`src/rtl/uart_tx_arbiter_if.sv`:
```
// Bundle between NUM_REQ packet sources, the arbiter and the UART TX FIFO write port.
// The master side drives requests and FIFO status. The slave side is the arbiter itself.
interface uart_tx_arbiter_if #(
  parameter int NUM_REQ = 4,
  parameter int WIDTH   = 8
);
  localparam int ID_W = $clog2(NUM_REQ);

  logic [NUM_REQ-1:0]       req_valid;
  logic [NUM_REQ*WIDTH-1:0] req_data;
  logic [NUM_REQ-1:0]       req_last;
  logic [NUM_REQ-1:0]       req_ready;
  logic                     tx_full;
  logic                     write_uart;
  logic [WIDTH-1:0]         write_data;
  logic [ID_W-1:0]          grant_id;
  logic                     busy;
  logic                     pkt_done;
  logic                     pkt_abort;

  modport master (
    output req_valid, req_data, req_last, tx_full,
    input  req_ready, write_uart, write_data, grant_id, busy, pkt_done, pkt_abort
  );

  modport slave (
    input  req_valid, req_data, req_last, tx_full,
    output req_ready, write_uart, write_data, grant_id, busy, pkt_done, pkt_abort
  );
endinterface

```
`src/rtl/uart_tx_arbiter.sv`:
```
// Packet-level round-robin arbiter sharing one UART TX FIFO among NUM_REQ sources.
// Optionally emits a source tag byte ahead of each packet and aborts packets whose owner stalls.
module uart_tx_arbiter #(
  parameter int               NUM_REQ      = 4,
  parameter int               WIDTH        = 8,
  parameter bit               TAG_EN       = 1'b1,
  parameter logic [WIDTH-1:0] TAG_BASE     = 8'hF0,
  parameter int               STALL_CYCLES = 1024
) (
  input  logic             clk,
  input  logic             reset_n,
  uart_tx_arbiter_if.slave bus
);
  localparam int ID_W  = $clog2(NUM_REQ);
  localparam int CNT_W = $clog2(STALL_CYCLES) + 1;

  typedef enum logic [1:0] {IDLE, TAG, STREAM} state_t;

  state_t             state;
  logic [ID_W-1:0]    grant_id;
  logic [ID_W-1:0]    last_grant;
  logic [CNT_W-1:0]   stall_cnt;
  logic               busy;
  logic               pkt_done;
  logic               pkt_abort;

  logic               sel_valid;
  logic               sel_last;
  logic [WIDTH-1:0]   sel_data;
  logic [WIDTH-1:0]   tag_byte;
  logic               xfer;
  logic [NUM_REQ-1:0] ready;
  logic               wr;
  logic [WIDTH-1:0]   wr_data;

  // First requester after last_grant in circular order; the loop runs backwards so the nearest wins.
  function automatic logic [ID_W-1:0] rr_pick(input logic [NUM_REQ-1:0] valid,
                                              input logic [ID_W-1:0]    last);
    logic [ID_W-1:0] pick;
    int              idx;
    pick = last;
    for (int k = NUM_REQ; k >= 1; k--) begin
      idx = int'(last) + k;
      if (idx >= NUM_REQ) idx = idx - NUM_REQ;
      if (valid[ID_W'(idx)]) pick = ID_W'(idx);
    end
    return pick;
  endfunction

  assign sel_valid = bus.req_valid[grant_id];
  assign sel_last  = bus.req_last[grant_id];
  assign sel_data  = bus.req_data[int'(grant_id)*WIDTH +: WIDTH];
  assign tag_byte  = {TAG_BASE[WIDTH-1:4], 4'(grant_id)};
  assign xfer      = (state == STREAM) && sel_valid && !bus.tx_full;

  always_comb begin
    ready   = '0;
    wr      = 1'b0;
    wr_data = '0;
    case (state)
      TAG: begin
        wr      = !bus.tx_full;
        wr_data = tag_byte;
      end
      STREAM: begin
        ready[grant_id] = !bus.tx_full;
        wr              = xfer;
        wr_data         = sel_data;
      end
      default: ;
    endcase
  end

  always_ff @(posedge clk or negedge reset_n) begin
    if (!reset_n) begin
      state      <= IDLE;
      grant_id   <= '0;
      last_grant <= ID_W'(NUM_REQ - 1);
      stall_cnt  <= '0;
      busy       <= 1'b0;
      pkt_done   <= 1'b0;
      pkt_abort  <= 1'b0;
    end else begin
      pkt_done  <= 1'b0;
      pkt_abort <= 1'b0;
      case (state)
        IDLE: begin
          if (|bus.req_valid) begin
            grant_id  <= rr_pick(bus.req_valid, last_grant);
            stall_cnt <= '0;
            busy      <= 1'b1;
            state     <= TAG_EN ? TAG : STREAM;
          end
        end
        TAG: begin
          if (!bus.tx_full) state <= STREAM;
        end
        STREAM: begin
          if (xfer) begin
            stall_cnt <= '0;
            if (sel_last) begin
              last_grant <= grant_id;
              busy       <= 1'b0;
              pkt_done   <= 1'b1;
              state      <= IDLE;
            end
          end else if (!bus.tx_full) begin
            // Full-FIFO cycles are not the owner's fault, so only unblocked idle cycles count.
            if (stall_cnt == CNT_W'(STALL_CYCLES - 1)) begin
              last_grant <= grant_id;
              busy       <= 1'b0;
              pkt_abort  <= 1'b1;
              state      <= IDLE;
            end else begin
              stall_cnt <= stall_cnt + CNT_W'(1);
            end
          end
        end
        default: state <= IDLE;
      endcase
    end
  end

  assign bus.req_ready  = ready;
  assign bus.write_uart = wr;
  assign bus.write_data = wr_data;
  assign bus.grant_id   = grant_id;
  assign bus.busy       = busy;
  assign bus.pkt_done   = pkt_done;
  assign bus.pkt_abort  = pkt_abort;
endmodule

```
`src/flat_wrapper.sv`:
```
// flat-port wrapper written by rule: the top's interface ports become plain ports
module uart_tx_arbiter_flat 
#(
  parameter int               NUM_REQ      = 4,
  parameter int               WIDTH        = 8,
  parameter bit               TAG_EN       = 1'b1,
  parameter logic [WIDTH-1:0] TAG_BASE     = 8'hF0,
  parameter int               STALL_CYCLES = 1024
)
  (clk, reset_n, bus_req_valid, bus_req_data, bus_req_last, bus_tx_full, bus_req_ready, bus_write_uart, bus_write_data, bus_grant_id, bus_busy, bus_pkt_done, bus_pkt_abort);
  uart_tx_arbiter_if #(.NUM_REQ(NUM_REQ), .WIDTH(WIDTH)) bus_i ();
  input  logic clk;
  input  logic reset_n;
  input wire logic [$bits(bus_i.req_valid)-1:0] bus_req_valid;
  input wire logic [$bits(bus_i.req_data)-1:0] bus_req_data;
  input wire logic [$bits(bus_i.req_last)-1:0] bus_req_last;
  input wire logic [$bits(bus_i.tx_full)-1:0] bus_tx_full;
  output wire logic [$bits(bus_i.req_ready)-1:0] bus_req_ready;
  output wire logic [$bits(bus_i.write_uart)-1:0] bus_write_uart;
  output wire logic [$bits(bus_i.write_data)-1:0] bus_write_data;
  output wire logic [$bits(bus_i.grant_id)-1:0] bus_grant_id;
  output wire logic [$bits(bus_i.busy)-1:0] bus_busy;
  output wire logic [$bits(bus_i.pkt_done)-1:0] bus_pkt_done;
  output wire logic [$bits(bus_i.pkt_abort)-1:0] bus_pkt_abort;
  assign bus_i.req_valid = bus_req_valid;
  assign bus_i.req_data = bus_req_data;
  assign bus_i.req_last = bus_req_last;
  assign bus_i.tx_full = bus_tx_full;
  assign bus_req_ready = bus_i.req_ready;
  assign bus_write_uart = bus_i.write_uart;
  assign bus_write_data = bus_i.write_data;
  assign bus_grant_id = bus_i.grant_id;
  assign bus_busy = bus_i.busy;
  assign bus_pkt_done = bus_i.pkt_done;
  assign bus_pkt_abort = bus_i.pkt_abort;
  uart_tx_arbiter #(.NUM_REQ(NUM_REQ), .WIDTH(WIDTH), .TAG_EN(TAG_EN), .TAG_BASE(TAG_BASE), .STALL_CYCLES(STALL_CYCLES)) u_core (.clk(clk), .reset_n(reset_n), .bus(bus_i));
endmodule
```
`config.mk`:
```
export PLATFORM = sky130hd
export DESIGN_NAME = uart_tx_arbiter_flat
export DESIGN_NICKNAME = d
export VERILOG_FILES = /design/src/rtl/uart_tx_arbiter_if.sv /design/src/rtl/uart_tx_arbiter.sv /design/src/flat_wrapper.sv
export SDC_FILE = /design/constraint.sdc
export NUM_CORES = 1
export LEC_CHECK = 0
export ABC_AREA = 1
export BUFFER_PORTS_ARGS = -buffer_cell sky130_fd_sc_hd__buf_4
export CORE_UTILIZATION = 40
export DETAILED_ROUTE_END_ITERATION = 16
export GPL_TIMING_DRIVEN = 0
export MAX_ROUTING_LAYER = met4
export PLACE_DENSITY = 0.68
export SYNTH_ARGS = -nofsm -noshare
export SYNTH_HDL_FRONTEND = slang
export SYNTH_SLANG_ARGS = --single-unit
```
`constraint.sdc`:
```
create_clock -name clk -period 1.7 [get_ports clk]
set_clock_uncertainty 0.05 [all_clocks]
set_input_delay 0.17 -clock clk [delete_from_list [all_inputs] [get_ports clk]]
set_output_delay 0.17 -clock clk [all_outputs]
set_load 0.05 [all_outputs]
```
==> results of run 1 <==
through the flow:
step / utilization, % / area (sq um)
floorplan: - / 2020
global placement: 57.0 / 2530
detailed placement: 57.0 / 2530
CTS: 63.8 / 2840
global route: 64.6 / 2870
finish: 64.6 / 2870
routing by layer:
layer,wire [um],GRT usage (%)
met5,0,-
met4,77,4.89
met3,143,3.56
met2,2690,41.1
met1,2440,30.4
how the worst max path moves through the flow:
stage	slack (ns)	endpoint	cells after the start	start
CTS	-0.17	bus_write_data[6]	6	u_core.bus.grant_id[0]
finish	-0.16	bus_write_uart	9	u_core.bus.grant_id[0]
global route	-0.25	bus_write_uart	9	u_core.bus.grant_id[0]
global placement	-0.25	bus_write_data[0]	8	u_core.state[0]
floorplan	-0.07	bus_write_data[0]	4	u_core.state[0]
detailed placement	-0.26	bus_write_data[0]	8	u_core.state[0]
flip-flops by register name, summed over array words and instances, names as in the netlist:
name / flops
u_core.stall_cnt: 11
u_core.bus.grant_id: 2
u_core.last_grant: 2
u_core.state: 2
u_core.bus.busy: 1
u_core.bus.pkt_abort: 1
u_core.bus.pkt_done: 1
layout by cell type, fill, tap and decap left out, types with 5 or more instances in the layout:
cell type and n:
sky130_fd_sc_hd__o21ai_2 9, sky130_fd_sc_hd__nand4_1 14, sky130_fd_sc_hd__dfrtp_1 15, sky130_fd_sc_hd__nand2_1 115, sky130_fd_sc_hd__inv_2 5, sky130_fd_sc_hd__buf_8 5, sky130_fd_sc_hd__nor2_2 5, sky130_fd_sc_hd__buf_4 63
sky130_fd_sc_hd__nor2_1 16, sky130_fd_sc_hd__nand3_1 21, sky130_fd_sc_hd__buf_6 8, sky130_fd_sc_hd__inv_1 27, sky130_fd_sc_hd__nand2_2 15
critical path, cell delays in order (launching register included):
cell and delay, ns:
sky130_fd_sc_hd__dfrtp_2 0.50, sky130_fd_sc_hd__buf_4 0.16, sky130_fd_sc_hd__nand2_1 0.05, sky130_fd_sc_hd__nand2_2 0.06, sky130_fd_sc_hd__nand2_2 0.06, sky130_fd_sc_hd__nand2_4 0.08
sky130_fd_sc_hd__nand2_4 0.06, sky130_fd_sc_hd__buf_8 0.12, sky130_fd_sc_hd__a21boi_4 0.13, sky130_fd_sc_hd__buf_8 0.16
timing repair:
item,in CTS,in global routing
buffers inserted,13,0
hold endpoints to repair,20,0
hold buffers,1,0
pin swaps,13,3
gates resized for setup,35,10
endpoints found under the setup margin,26,26
cloned,0,0
kinds of logic (layout without fill, tap and decap cells):
family | Yosys count | count (layout) | share of synthesized area, %
AO/OA/AOI/OAI | 28 | 28 | 10.2
adder cells (fa/ha/maj) | 5 | 5 | 3.31
flip-flops | 20 | 20 | 26.6
AND/OR/NAND/NOR | 204 | 204 | 48.8
buffers and inverters | 43 | 120 | 11.1
power by group through the flow:
| stage | Sequential [uW] | Clock (uW) | Combinational [uW] |
|---|---|---|---|
| after floorplan | 771 | 0 | 2100 |
| after global placement | 649 | 0 | 2870 |
| after detailed placement | 652 | 0 | 2880 |
| after CTS | 681 | 488 | 3390 |
| after global routing | 696 | 512 | 3780 |
| final | 681 | 480 | 3480 |
area by class of cell:
cell class / count / area share (%)
inverter: 36 / 5.23
multi-input combinational: 237 / 48.2
clock buffer: 3 / 1.44
sequential: 20 / 17.7
clock inverter: 1 / 1.05
timing repair buffer: 74 / 21.6
tap: 52 / 2.27
buffer: 6 / 2.57
==> impl_metrics.py, run 1 <==
metrics = {
    "grt": {
        "initial_antenna_violation_count": 0,
        "groute.usage.overall_pct": 24.1,
        "vias_in_the_first_global_route": 2013,
        "globalRouteOverflowTotal": 0,
        "first_pass_grt_wire_length_um": 9440,
        "grt_start_max_net_pins": 21,
    },
    "sta": {
        "report.final.hold_viol_count": 0,
        "fmaxAchievable_mhz": 538,
        "finalMaxSlewViolations": 0,
        "timing.final.ws_setup_ns": -0.159,
        "worstMarginPinSlew_ns": 0.269,
        "setup_viol_count_final": 21,
        "whs_ns": 0.0501,
        "setup-tns-final_ns": -1.48,
        "period_minus_slack_ns": 1.86,
        "finalCritPeriodShare_pct": 109,
        "maxSlewHeadroom_pct": 82.0,
        "grt_setup_unrepaired": "yes",
    },
    "synth": {
        "synth_edf_count": 0,
        "ys_seq_area_share_pct": 26.6,
        "post_synthesis_cell_type_count": 30,
        "synth_top_area_share_pct": 24.4,
        "synth_top_flop_cell": "sky130_fd_sc_hd__dfrtp_1",
        "syn_avg_cell_area_sq_um": 6.31,
        "ys.warnings.count": 0,
        "synth.net_count": 348,
        "synth_area_leaders": "sky130_fd_sc_hd__nand2_1, sky130_fd_sc_hd__dfrtp_1, sky130_fd_sc_hd__inv_1",
        "post_synthesis_sequential_element_count": 20,
        "synthMostInstantiatedCell": "sky130_fd_sc_hd__nand2_1",
        "post_synth_most_frequent_cells": "sky130_fd_sc_hd__nand2_1, sky130_fd_sc_hd__inv_1, sky130_fd_sc_hd__nand3_1",
        "synth.cell_area_sq_um": 1890,
        "synth_largest_area_cell": "sky130_fd_sc_hd__nand2_1",
        "syn_inst": 300,
        "synth-async-reset-ratio_pct": 100,
    },
    "floorplan": {
        "chipHeight_um": 70.8,
        "die_width_um": 70.8,
        "die_area_sq_um": 5010,
        "io_pins": 61,
        "initial_core_util_pct": 42.6,
        "core_sq_um": 4440,
        "num_rows": 24,
    },
    "clock_network": {
        "numClockSinks": 20,
        "clk_transition_reported_paths_ns": 0.08,
        "cts_inserted_buffers": 3,
        "ctsHtreeMaxLevel": 1,
        "tritoncts": "yes",
        "cts_root_buf": "sky130_fd_sc_hd__clkbuf_8",
        "worst_skew_pair_latency_ns": 0.26,
        "ctsLongestPathBuffers": 2,
    },
    "placed_design": {
        "port_buffers": 60,
        "dpl_worst_slack_ns": -0.262,
        "finalWeightedCongestion": 0.860,
        "place.detailed.instances": 412,
        "dpl.hpwl_um": 3890,
    },
    "routing": {
        "dr.first_iter.drc_count": 109,
        "ant_nets": 0,
        "detail_route.wl_per_cell_um": 12.5,
        "drt_first_pass_iters": 4,
        "remaining_drc_errors": 0,
        "detail_route.wirelength_um": 5360,
        "routed_via_density": 5.00,
        "vias": 2143,
    },
    "final_layout": {
        "number_of_inserted_diodes": 0,
        "fillers": 417,
        "multi_input_comb_area_sq_um": 1380,
        "stdcell_count": 429,
        "finish.net_count": 426,
        "regArea_sq_um": 507,
        "layout-area-overhead-vs-synth_pct": 51.7,
        "final_layout_size_suffix_gt1_share_pct": 40.6,
    },
    "critical_path": {
        "critPathArrivalTime_ns": 1.64,
        "path_max_fanout": 6,
        "worst_r2r_endpoint": "u_core.stall_cnt[0]",
        "critPathLaunchType": "flop",
        "worstReg2RegStart": "u_core.bus.grant_id[0]",
        "rr_worst_depth": 12,
        "worst-setup-path-type": "reg2out",
        "setup.worst_path.end_class": "primary output",
        "regToRegSetupSlack_ns": -0.05,
        "crit_required_ns": 1.48,
    },
    "worst_hold_path": {
        "hold_path_end": "u_core.bus.pkt_abort",
        "hold-path-cell-count": 2,
        "min-delay-start": "bus_tx_full",
        "worst_hold_path_type": "in2reg",
    },
    "power_and_ir_drop": {
        "sw_share_pct": 50.8,
        "power.share.clock_pct": 10.3,
        "power.density_cell_area_nw_per_um2": 1620,
        "p_leak_uw": 0.00142,
        "comb_power_share_pct": 75.0,
        "pint_uw": 2280,
        "largest_voltage_drop_on_the_vdd_net_uv": 1170,
        "p_switching_uw": 2360,
        "finalPower_uw": 4640,
        "power.share.sequential_pct": 14.7,
    },
    "flow_run": {
        "timing.max_cap.violations": 0,
    },
    "outcome": {
        "failing_checks": "negative setup slack",
        "status": "finished with violations",
    },
}
Note: power is estimated with default switching activity, not from simulation.
==> inputs of run 2 (changes only) <==
--- a/config.mk
+++ b/config.mk
@@ -6,12 +6,11 @@
 export NUM_CORES = 1
 export LEC_CHECK = 0
 export ABC_AREA = 1
-export BUFFER_PORTS_ARGS = -buffer_cell sky130_fd_sc_hd__buf_4
 export CORE_UTILIZATION = 40
 export DETAILED_ROUTE_END_ITERATION = 16
+export DONT_BUFFER_PORTS = 1
 export GPL_TIMING_DRIVEN = 0
 export MAX_ROUTING_LAYER = met4
-export PLACE_DENSITY = 0.68
 export SYNTH_ARGS = -nofsm -noshare
 export SYNTH_HDL_FRONTEND = slang
 export SYNTH_SLANG_ARGS = --single-unit
==> run 2 against run 1 <==
Against the previous run:
- the flow finishes with violations (design-rule violations, negative setup slack)
- wire length fell by 12%
- sequential cell count did not move
- fmax fell by 10%
- clock-buffer cell count did not move
- hold slack improved by 0.10 ns
- combinational power fell by 9.2%
- global-route usage fell by 2.8 points
- die area did not move
- utilization fell by 8.4 points
- highest routed layer unchanged
==> impl_metrics.py, run 2 (synthesis gave the netlist of run 1 again) <==
metrics = {
    "final_layout": {
        "number_of_inserted_diodes": 0,
        "final_layout_size_suffix_gt1_share_pct": 32.6,
        "mostFrequentLayoutCell": "sky130_fd_sc_hd__nand2_1",
        "regArea_sq_um": 505,
        "mostFrequentLayoutCells": "sky130_fd_sc_hd__nand2_1, sky130_fd_sc_hd__inv_1, sky130_fd_sc_hd__nand2_2, sky130_fd_sc_hd__nand3_1, sky130_fd_sc_hd__dfrtp_1",
        "fillers": 421,
        "stdcell_count": 371,
        "layout-area-overhead-vs-synth_pct": 32.1,
        "flip_flop_count_of_the_largest_register_all_copies_and_words_added": 11,
        "multi_input_comb_area_sq_um": 1460,
        "largest-register": "u_core.stall_cnt",
        "finish.net_count": 368,
    },
    "clock_network": {
        "numClockSinks": 20,
        "tritoncts": "yes",
        "cts_inserted_buffers": 3,
        "ctsLongestPathBuffers": 2,
        "worst_skew_pair_latency_ns": 0.26,
        "clk_transition_reported_paths_ns": 0.07,
        "cts_root_buf": "sky130_fd_sc_hd__clkbuf_8",
        "ctsHtreeMaxLevel": 1,
    },
    "routing": {
        "detail_route.wl_per_cell_um": 12.7,
        "detail_route.wirelength_um": 4710,
        "drt_first_pass_iters": 10,
        "remaining_drc_errors": 6,
        "routed_via_density": 5.09,
        "dr.first_iter.drc_count": 79,
        "vias": 1890,
        "ant_nets": 0,
    },
    "worst_hold_path": {
        "hold-path-cell-count": 5,
        "worst_hold_path_type": "in2reg",
        "min-delay-start": "bus_tx_full",
        "hold_path_end": "u_core.stall_cnt[9]",
    },
    "critical_path": {
        "critPathArrivalTime_ns": 1.85,
        "worst-setup-path-type": "reg2out",
        "worstReg2RegStart": "u_core.bus.grant_id[0]",
        "crit_required_ns": 1.48,
        "worst_r2r_endpoint": "u_core.bus.busy",
        "rr_worst_depth": 12,
        "critPathLaunchType": "flop",
        "regToRegSetupSlack_ns": -0.20,
        "path_max_fanout": 8,
        "setup.worst_path.end_class": "primary output",
    },
    "grt": {
        "initial_antenna_violation_count": 0,
        "globalRouteOverflowTotal": 0,
        "vias_in_the_first_global_route": 1849,
        "first_pass_grt_wire_length_um": 8400,
        "grt_start_max_net_pins": 21,
        "groute.usage.overall_pct": 21.3,
    },
    "flow_run": {
        "timing.max_cap.violations": 0,
    },
    "power_and_ir_drop": {
        "largest_voltage_drop_on_the_vdd_net_uv": 1100,
        "p_leak_uw": 0.00116,
        "finalPower_uw": 4410,
        "power.density_cell_area_nw_per_um2": 1760,
    },
    "outcome": {
        "failing_checks": "design-rule violations, negative setup slack",
        "status": "finished with violations",
    },
    "sta": {
        "fmaxAchievable_mhz": 482,
        "finalMaxSlewViolations": 0,
        "worstMarginPinSlew_ns": 0.905,
        "maxSlewHeadroom_pct": 39.4,
        "setup_viol_count_final": 27,
        "report.final.hold_viol_count": 0,
        "timing.final.ws_setup_ns": -0.374,
        "period_minus_slack_ns": 2.07,
        "grt_setup_unrepaired": "yes",
        "finalCritPeriodShare_pct": 122,
        "whs_ns": 0.154,
    },
    "placed_design": {
        "dpl.hpwl_um": 3430,
        "port_buffers": 0,
        "place.detailed.instances": 352,
        "finalWeightedCongestion": 0.803,
    },
    "floorplan": {
        "chipHeight_um": 70.8,
        "die_width_um": 70.8,
        "initial_core_util_pct": 42.6,
        "num_rows": 24,
        "io_pins": 61,
        "core_sq_um": 4440,
        "die_area_sq_um": 5010,
    },
}
run 2: cell count changes in the layout (fill, tap and decap cells not counted), moves of 3 or more:
cell / previous run / this run
sky130_fd_sc_hd__buf_4: 63 / 7
sky130_fd_sc_hd__nand2_1: 115 / 106
sky130_fd_sc_hd__nand2_2: 15 / 23
sky130_fd_sc_hd__inv_1: 27 / 31
sky130_fd_sc_hd__inv_2: 5 / 1
sky130_fd_sc_hd__nor2_1: 16 / 12
sky130_fd_sc_hd__nor2_4: 4 / 8
sky130_fd_sc_hd__buf_8: 5 / 2
run 2: worst max path at each step:
stage | from | cells after the start | end | slack, ns
after floorplan | u_core.state[0] | 4 | bus_write_data[0] | -0.07
after global placement | u_core.state[0] | 7 | bus_write_uart | -0.24
after detailed placement | u_core.state[0] | 7 | bus_write_uart | -0.24
after CTS | u_core.state[0] | 4 | bus_req_ready[0] | -0.38
after global routing | u_core.bus.grant_id[0] | 7 | bus_write_data[7] | -0.46
final | u_core.bus.grant_id[0] | 7 | bus_write_data[7] | -0.37
run 2: repair_timing:
item,4_1_cts,5_1_grt
pin swaps,14,8
endpoints found under the hold margin,21,0
hold buffers,2,0
cloned,2,0
setup endpoints to repair,26,30
resized for setup,35,23
buffers inserted,10,1
run 2: where the power goes:
group          total, uW  switching, uW  internal [uW]
Clock                468            154            314
Combinational       3160           1980           1180
Sequential           787            213            573
run 2: metrics by stage:
stage               setup WS [ns]  setup TNS, ns  utilization [%]  cell area [sq um]
floorplan                 -0.0677         -0.358                -               2020
detailed placement         -0.238          -3.94             46.8               2080
finish                     -0.374          -5.50             56.2               2500
global route               -0.463          -8.19             56.2               2500
CTS                        -0.380          -5.68             54.0               2400
global placement           -0.235          -3.80             46.8               2080
run 2: cell type report:
class                      count  share of cell area [%]
sequential                    20                    20.2
clock inverter                 1                    1.20
buffer                         7                    3.76
clock buffer                   3                    1.65
multi-input combinational    238                    58.5
tap                           52                    2.60
timing repair buffer          14                    5.96
inverter                      36                    6.11
run 2: worst max-delay path, cell delays in order, from the launching register on:
cell and delay [ns]:
sky130_fd_sc_hd__dfrtp_2 0.53, sky130_fd_sc_hd__buf_8 0.20, sky130_fd_sc_hd__inv_8 0.07, sky130_fd_sc_hd__nand2_2 0.09
sky130_fd_sc_hd__inv_4 0.11, sky130_fd_sc_hd__nand2_1 0.06, sky130_fd_sc_hd__and3_4 0.18, sky130_fd_sc_hd__o21ai_4 0.35
run 2: per-layer routing:
layer,part of all wire [%],routed length (um),track usage (%)
met5,0,0,-
met4,0.36,17,3.33
met3,4.0,186,4.13
met2,47,2200,33.8
met1,49,2300,28.9
==> inputs of run 3 (changes only) <==
--- a/config.mk
+++ b/config.mk
@@ -5,7 +5,6 @@
 export SDC_FILE = /design/constraint.sdc
 export NUM_CORES = 1
 export LEC_CHECK = 0
-export ABC_AREA = 1
 export CORE_UTILIZATION = 40
 export DETAILED_ROUTE_END_ITERATION = 16
 export DONT_BUFFER_PORTS = 1
==> run 3 against run 2 <==
Against the previous run:
- non-clock buffer count grew 7
- sequential cell count is the same
- synthesized area shrank 14%
- critical endpoint is now u_core.stall_cnt[4]
- utilization grew 1.9 points
- the run ends with negative setup slack left
- highest routed layer unchanged
- wire length grew 0.25%
==> impl_metrics.py, run 3 <==
metrics = {
    "outcome": {
        "status": "finished with violations",
        "failing_checks": "negative setup slack",
    },
    "floorplan": {
        "initial_core_util_pct": 43.0,
        "io_pins": 61,
        "die_area_sq_um": 4310,
        "core_sq_um": 3770,
        "chipHeight_um": 65.7,
        "num_rows": 22,
        "die_width_um": 65.7,
    },
    "worst_hold_path": {
        "worst_hold_path_type": "in2reg",
        "hold-path-cell-count": 3,
    },
    "clock_network": {
        "tritoncts": "yes",
        "clk_transition_reported_paths_ns": 0.09,
        "numClockSinks": 20,
        "ctsHtreeMaxLevel": 1,
        "cts_inserted_buffers": 3,
        "worst_skew_pair_latency_ns": 0.27,
        "cts_root_buf": "sky130_fd_sc_hd__clkbuf_8",
        "ctsLongestPathBuffers": 2,
    },
    "sta": {
        "grt_setup_unrepaired": "yes",
        "maxSlewHeadroom_pct": 37.1,
        "report.final.hold_viol_count": 0,
        "whs_ns": 0.110,
        "setup_viol_count_final": 31,
        "worstMarginPinSlew_ns": 0.941,
        "finalMaxSlewViolations": 0,
        "fmaxAchievable_mhz": 440,
        "finalCritPeriodShare_pct": 134,
        "period_minus_slack_ns": 2.28,
        "timing.final.ws_setup_ns": -0.575,
    },
    "critical_path": {
        "path_max_fanout": 4,
        "crit_required_ns": 1.85,
        "worst-setup-path-type": "reg2reg",
        "setup.worst_path.end_class": "flop",
        "critPathLaunchType": "flop",
        "critPathArrivalTime_ns": 2.43,
        "rr_worst_depth": 5,
    },
    "power_and_ir_drop": {
        "power.share.sequential_pct": 18.8,
        "p_leak_uw": 0.000838,
        "p_switching_uw": 1870,
        "largest_voltage_drop_on_the_vdd_net_uv": 1290,
        "comb_power_share_pct": 70.8,
        "sw_share_pct": 48.2,
        "power.share.clock_pct": 10.3,
        "pint_uw": 2010,
        "power.density_cell_area_nw_per_um2": 1770,
    },
    "routing": {
        "met3RoutedLength_um": 322,
        "remaining_drc_errors": 0,
        "detail_route.wl_per_cell_um": 19.7,
        "dr.first_iter.drc_count": 167,
        "detail_route.wirelength_um": 4720,
        "drt_first_pass_iters": 5,
        "topRoutingLayerUsed": "met4",
        "ant_nets": 0,
        "wl_met2_um": 2340,
        "detail_route.wirelength.met1_um": 2000,
        "routed_via_density": 6.40,
        "vias": 1530,
    },
    "grt": {
        "globalRouteOverflowTotal": 0,
        "first_pass_grt_wire_length_um": 7380,
        "groute.usage.overall_pct": 23.3,
        "vias_in_the_first_global_route": 1478,
        "initial_antenna_violation_count": 0,
        "grt_start_max_net_pins": 21,
    },
    "synth": {
        "syn_avg_cell_area_sq_um": 9.54,
        "ys.warnings.count": 0,
        "synth_edf_count": 0,
        "synth_area_leaders": "sky130_fd_sc_hd__dfrtp_1, sky130_fd_sc_hd__mux4_1, sky130_fd_sc_hd__mux4_2",
        "post_synth_most_frequent_cells": "sky130_fd_sc_hd__dfrtp_1, sky130_fd_sc_hd__a21oi_1, sky130_fd_sc_hd__nand2_1",
        "post_synthesis_sequential_element_count": 20,
        "area_fraction_in_compound_gates_after_synthesis_pct": 23.6,
        "syn_inst": 170,
        "synthSimpleGateAreaFrac_pct": 17.8,
        "synth_top_area_share_pct": 27.8,
        "synth_top_flop_cell": "sky130_fd_sc_hd__dfrtp_1",
        "synth-async-reset-ratio_pct": 100,
        "mux_contribution_to_synthesized_area_pct": 18.4,
        "yosys.area_share.xor_xnor_pct": 0,
        "synth_fa_ha_area_share_pct": 3.86,
        "post_synthesis_cell_type_count": 41,
        "synthMostInstantiatedCell": "sky130_fd_sc_hd__dfrtp_1",
        "largest_family_of_logic_cells_by_synthesized_area": "compound AO/OA/AOI/OAI gates",
        "ys_seq_area_share_pct": 31.0,
        "synth.net_count": 218,
        "synth_largest_area_cell": "sky130_fd_sc_hd__dfrtp_1",
        "synth.cell_area_sq_um": 1620,
    },
    "placed_design": {
        "port_buffers": 0,
        "dpl_worst_slack_ns": -0.846,
        "place.detailed.instances": 218,
        "post_dp_cell_area_sq_um": 1780,
        "finalWeightedCongestion": 0.777,
        "dpl.hpwl_um": 3090,
    },
    "final_layout": {
        "flip_flop_count_of_the_largest_register_all_copies_and_words_added": 11,
        "mostFrequentLayoutCells": "sky130_fd_sc_hd__dfrtp_1, sky130_fd_sc_hd__buf_4, sky130_fd_sc_hd__nand2_1, sky130_fd_sc_hd__mux4_2, sky130_fd_sc_hd__a21oi_1",
        "layout-area-overhead-vs-synth_pct": 35.1,
        "number_of_inserted_diodes": 0,
        "regArea_sq_um": 505,
        "finish.net_count": 240,
        "final_layout_size_suffix_gt1_share_pct": 45.5,
        "post-route-cell-area_sq_um": 2190,
        "largest-register": "u_core.stall_cnt",
        "fillers": 306,
        "mostFrequentLayoutCell": "sky130_fd_sc_hd__dfrtp_1",
        "stdcell_count": 239,
        "multi_input_comb_area_sq_um": 1300,
    },
    "flow_run": {
        "timing.max_cap.violations": 0,
    },
}
==> run 3: cell types whose count changed in the layout (fill, tap and decap cells not counted), sizes merged, moves of 14 or more <==
| cell | previous run | this run |
|---|---|---|
| o21ai | 17 | 3 |
| inv | 36 | 8 |
| a21oi | 1 | 17 |
| nand3 | 23 | 6 |
| nand2 | 135 | 12 |
| nor2 | 26 | 6 |
==> run 3: metrics by stage <==
step	util, %	total power, uW	TNS (ns)
final	58.1	3880	-12.96
after global placement	47.1	2730	-13.72
after floorplan	-	2500	-8.64
after global routing	58.1	4070	-14.65
after detailed placement	47.1	2770	-14.87
after CTS	53.8	3520	-12.81
==> run 3: worst max-delay path: stages, from the launching register on <==
cell and delay (ns):
sky130_fd_sc_hd__dfrtp_2 0.54, sky130_fd_sc_hd__buf_6 0.15, sky130_fd_sc_hd__mux4_2 0.56, sky130_fd_sc_hd__a21o_4 0.25, sky130_fd_sc_hd__or4b_1 0.53, sky130_fd_sc_hd__nand3_1 0.12
==> run 3: cell type report <==
type,count,share of cell area [%]
clock buffers,4,2.51
well taps,48,2.74
multi-input cells,131,59.3
flip-flops and latches,20,23.1
repair buffers,21,8.85
inverters,8,1.37
plain buffers,7,2.17
==> run 3: cells by family (layout without fill, tap and decap cells) <==
kind of cell / after synthesis / count (layout)
multiplexers: 15 / 15
adder cells (fa/ha/maj): 5 / 5
AND/OR/NAND/NOR: 54 / 54
AO/OA/AOI/OAI: 57 / 57
flip-flops: 20 / 20
buffers and inverters: 19 / 40
==> run 3: power groups by stage <==
stage               Sequential, uW  Clock [uW]  Combinational [uW]
global placement               723           0                2000
finish                         731         401                2750
CTS                            725         397                2400
detailed placement             729           0                2040
floorplan                      711           0                1790
global route                   743         422                2900
==> run 3: metal layers <==
layer / track usage (%) / vias up
met2: 33.7 / 65
li1: - / 701
met3: 5.73 / 4
met4: 10.1 / 0
met5: - / -
met1: 30.9 / 760
==> run 3: worst paths after layout <==
path / startpoint / to / slack [ns]
max: u_core.bus.grant_id[0] / u_core.stall_cnt[4] / -0.58
min: bus_tx_full / u_core.last_grant[1] / 0.11
max reg2reg: u_core.bus.grant_id[0] / u_core.stall_cnt[4] / -0.58
min reg2reg: u_core.stall_cnt[0] / u_core.stall_cnt[0] / 0.47
max in group asynchronous: reset_n / u_core.bus.grant_id[1] / 0.54
min in group asynchronous: reset_n / u_core.state[1] / 0.43
==> run 3: what timing repair did <==
action	in CTS	in global routing
resized for setup	44	20
endpoints found under the hold margin	21	0
pin swaps	12	9
hold buffers	2	0
setup buffers	6	15
endpoints found under the setup margin	31	32
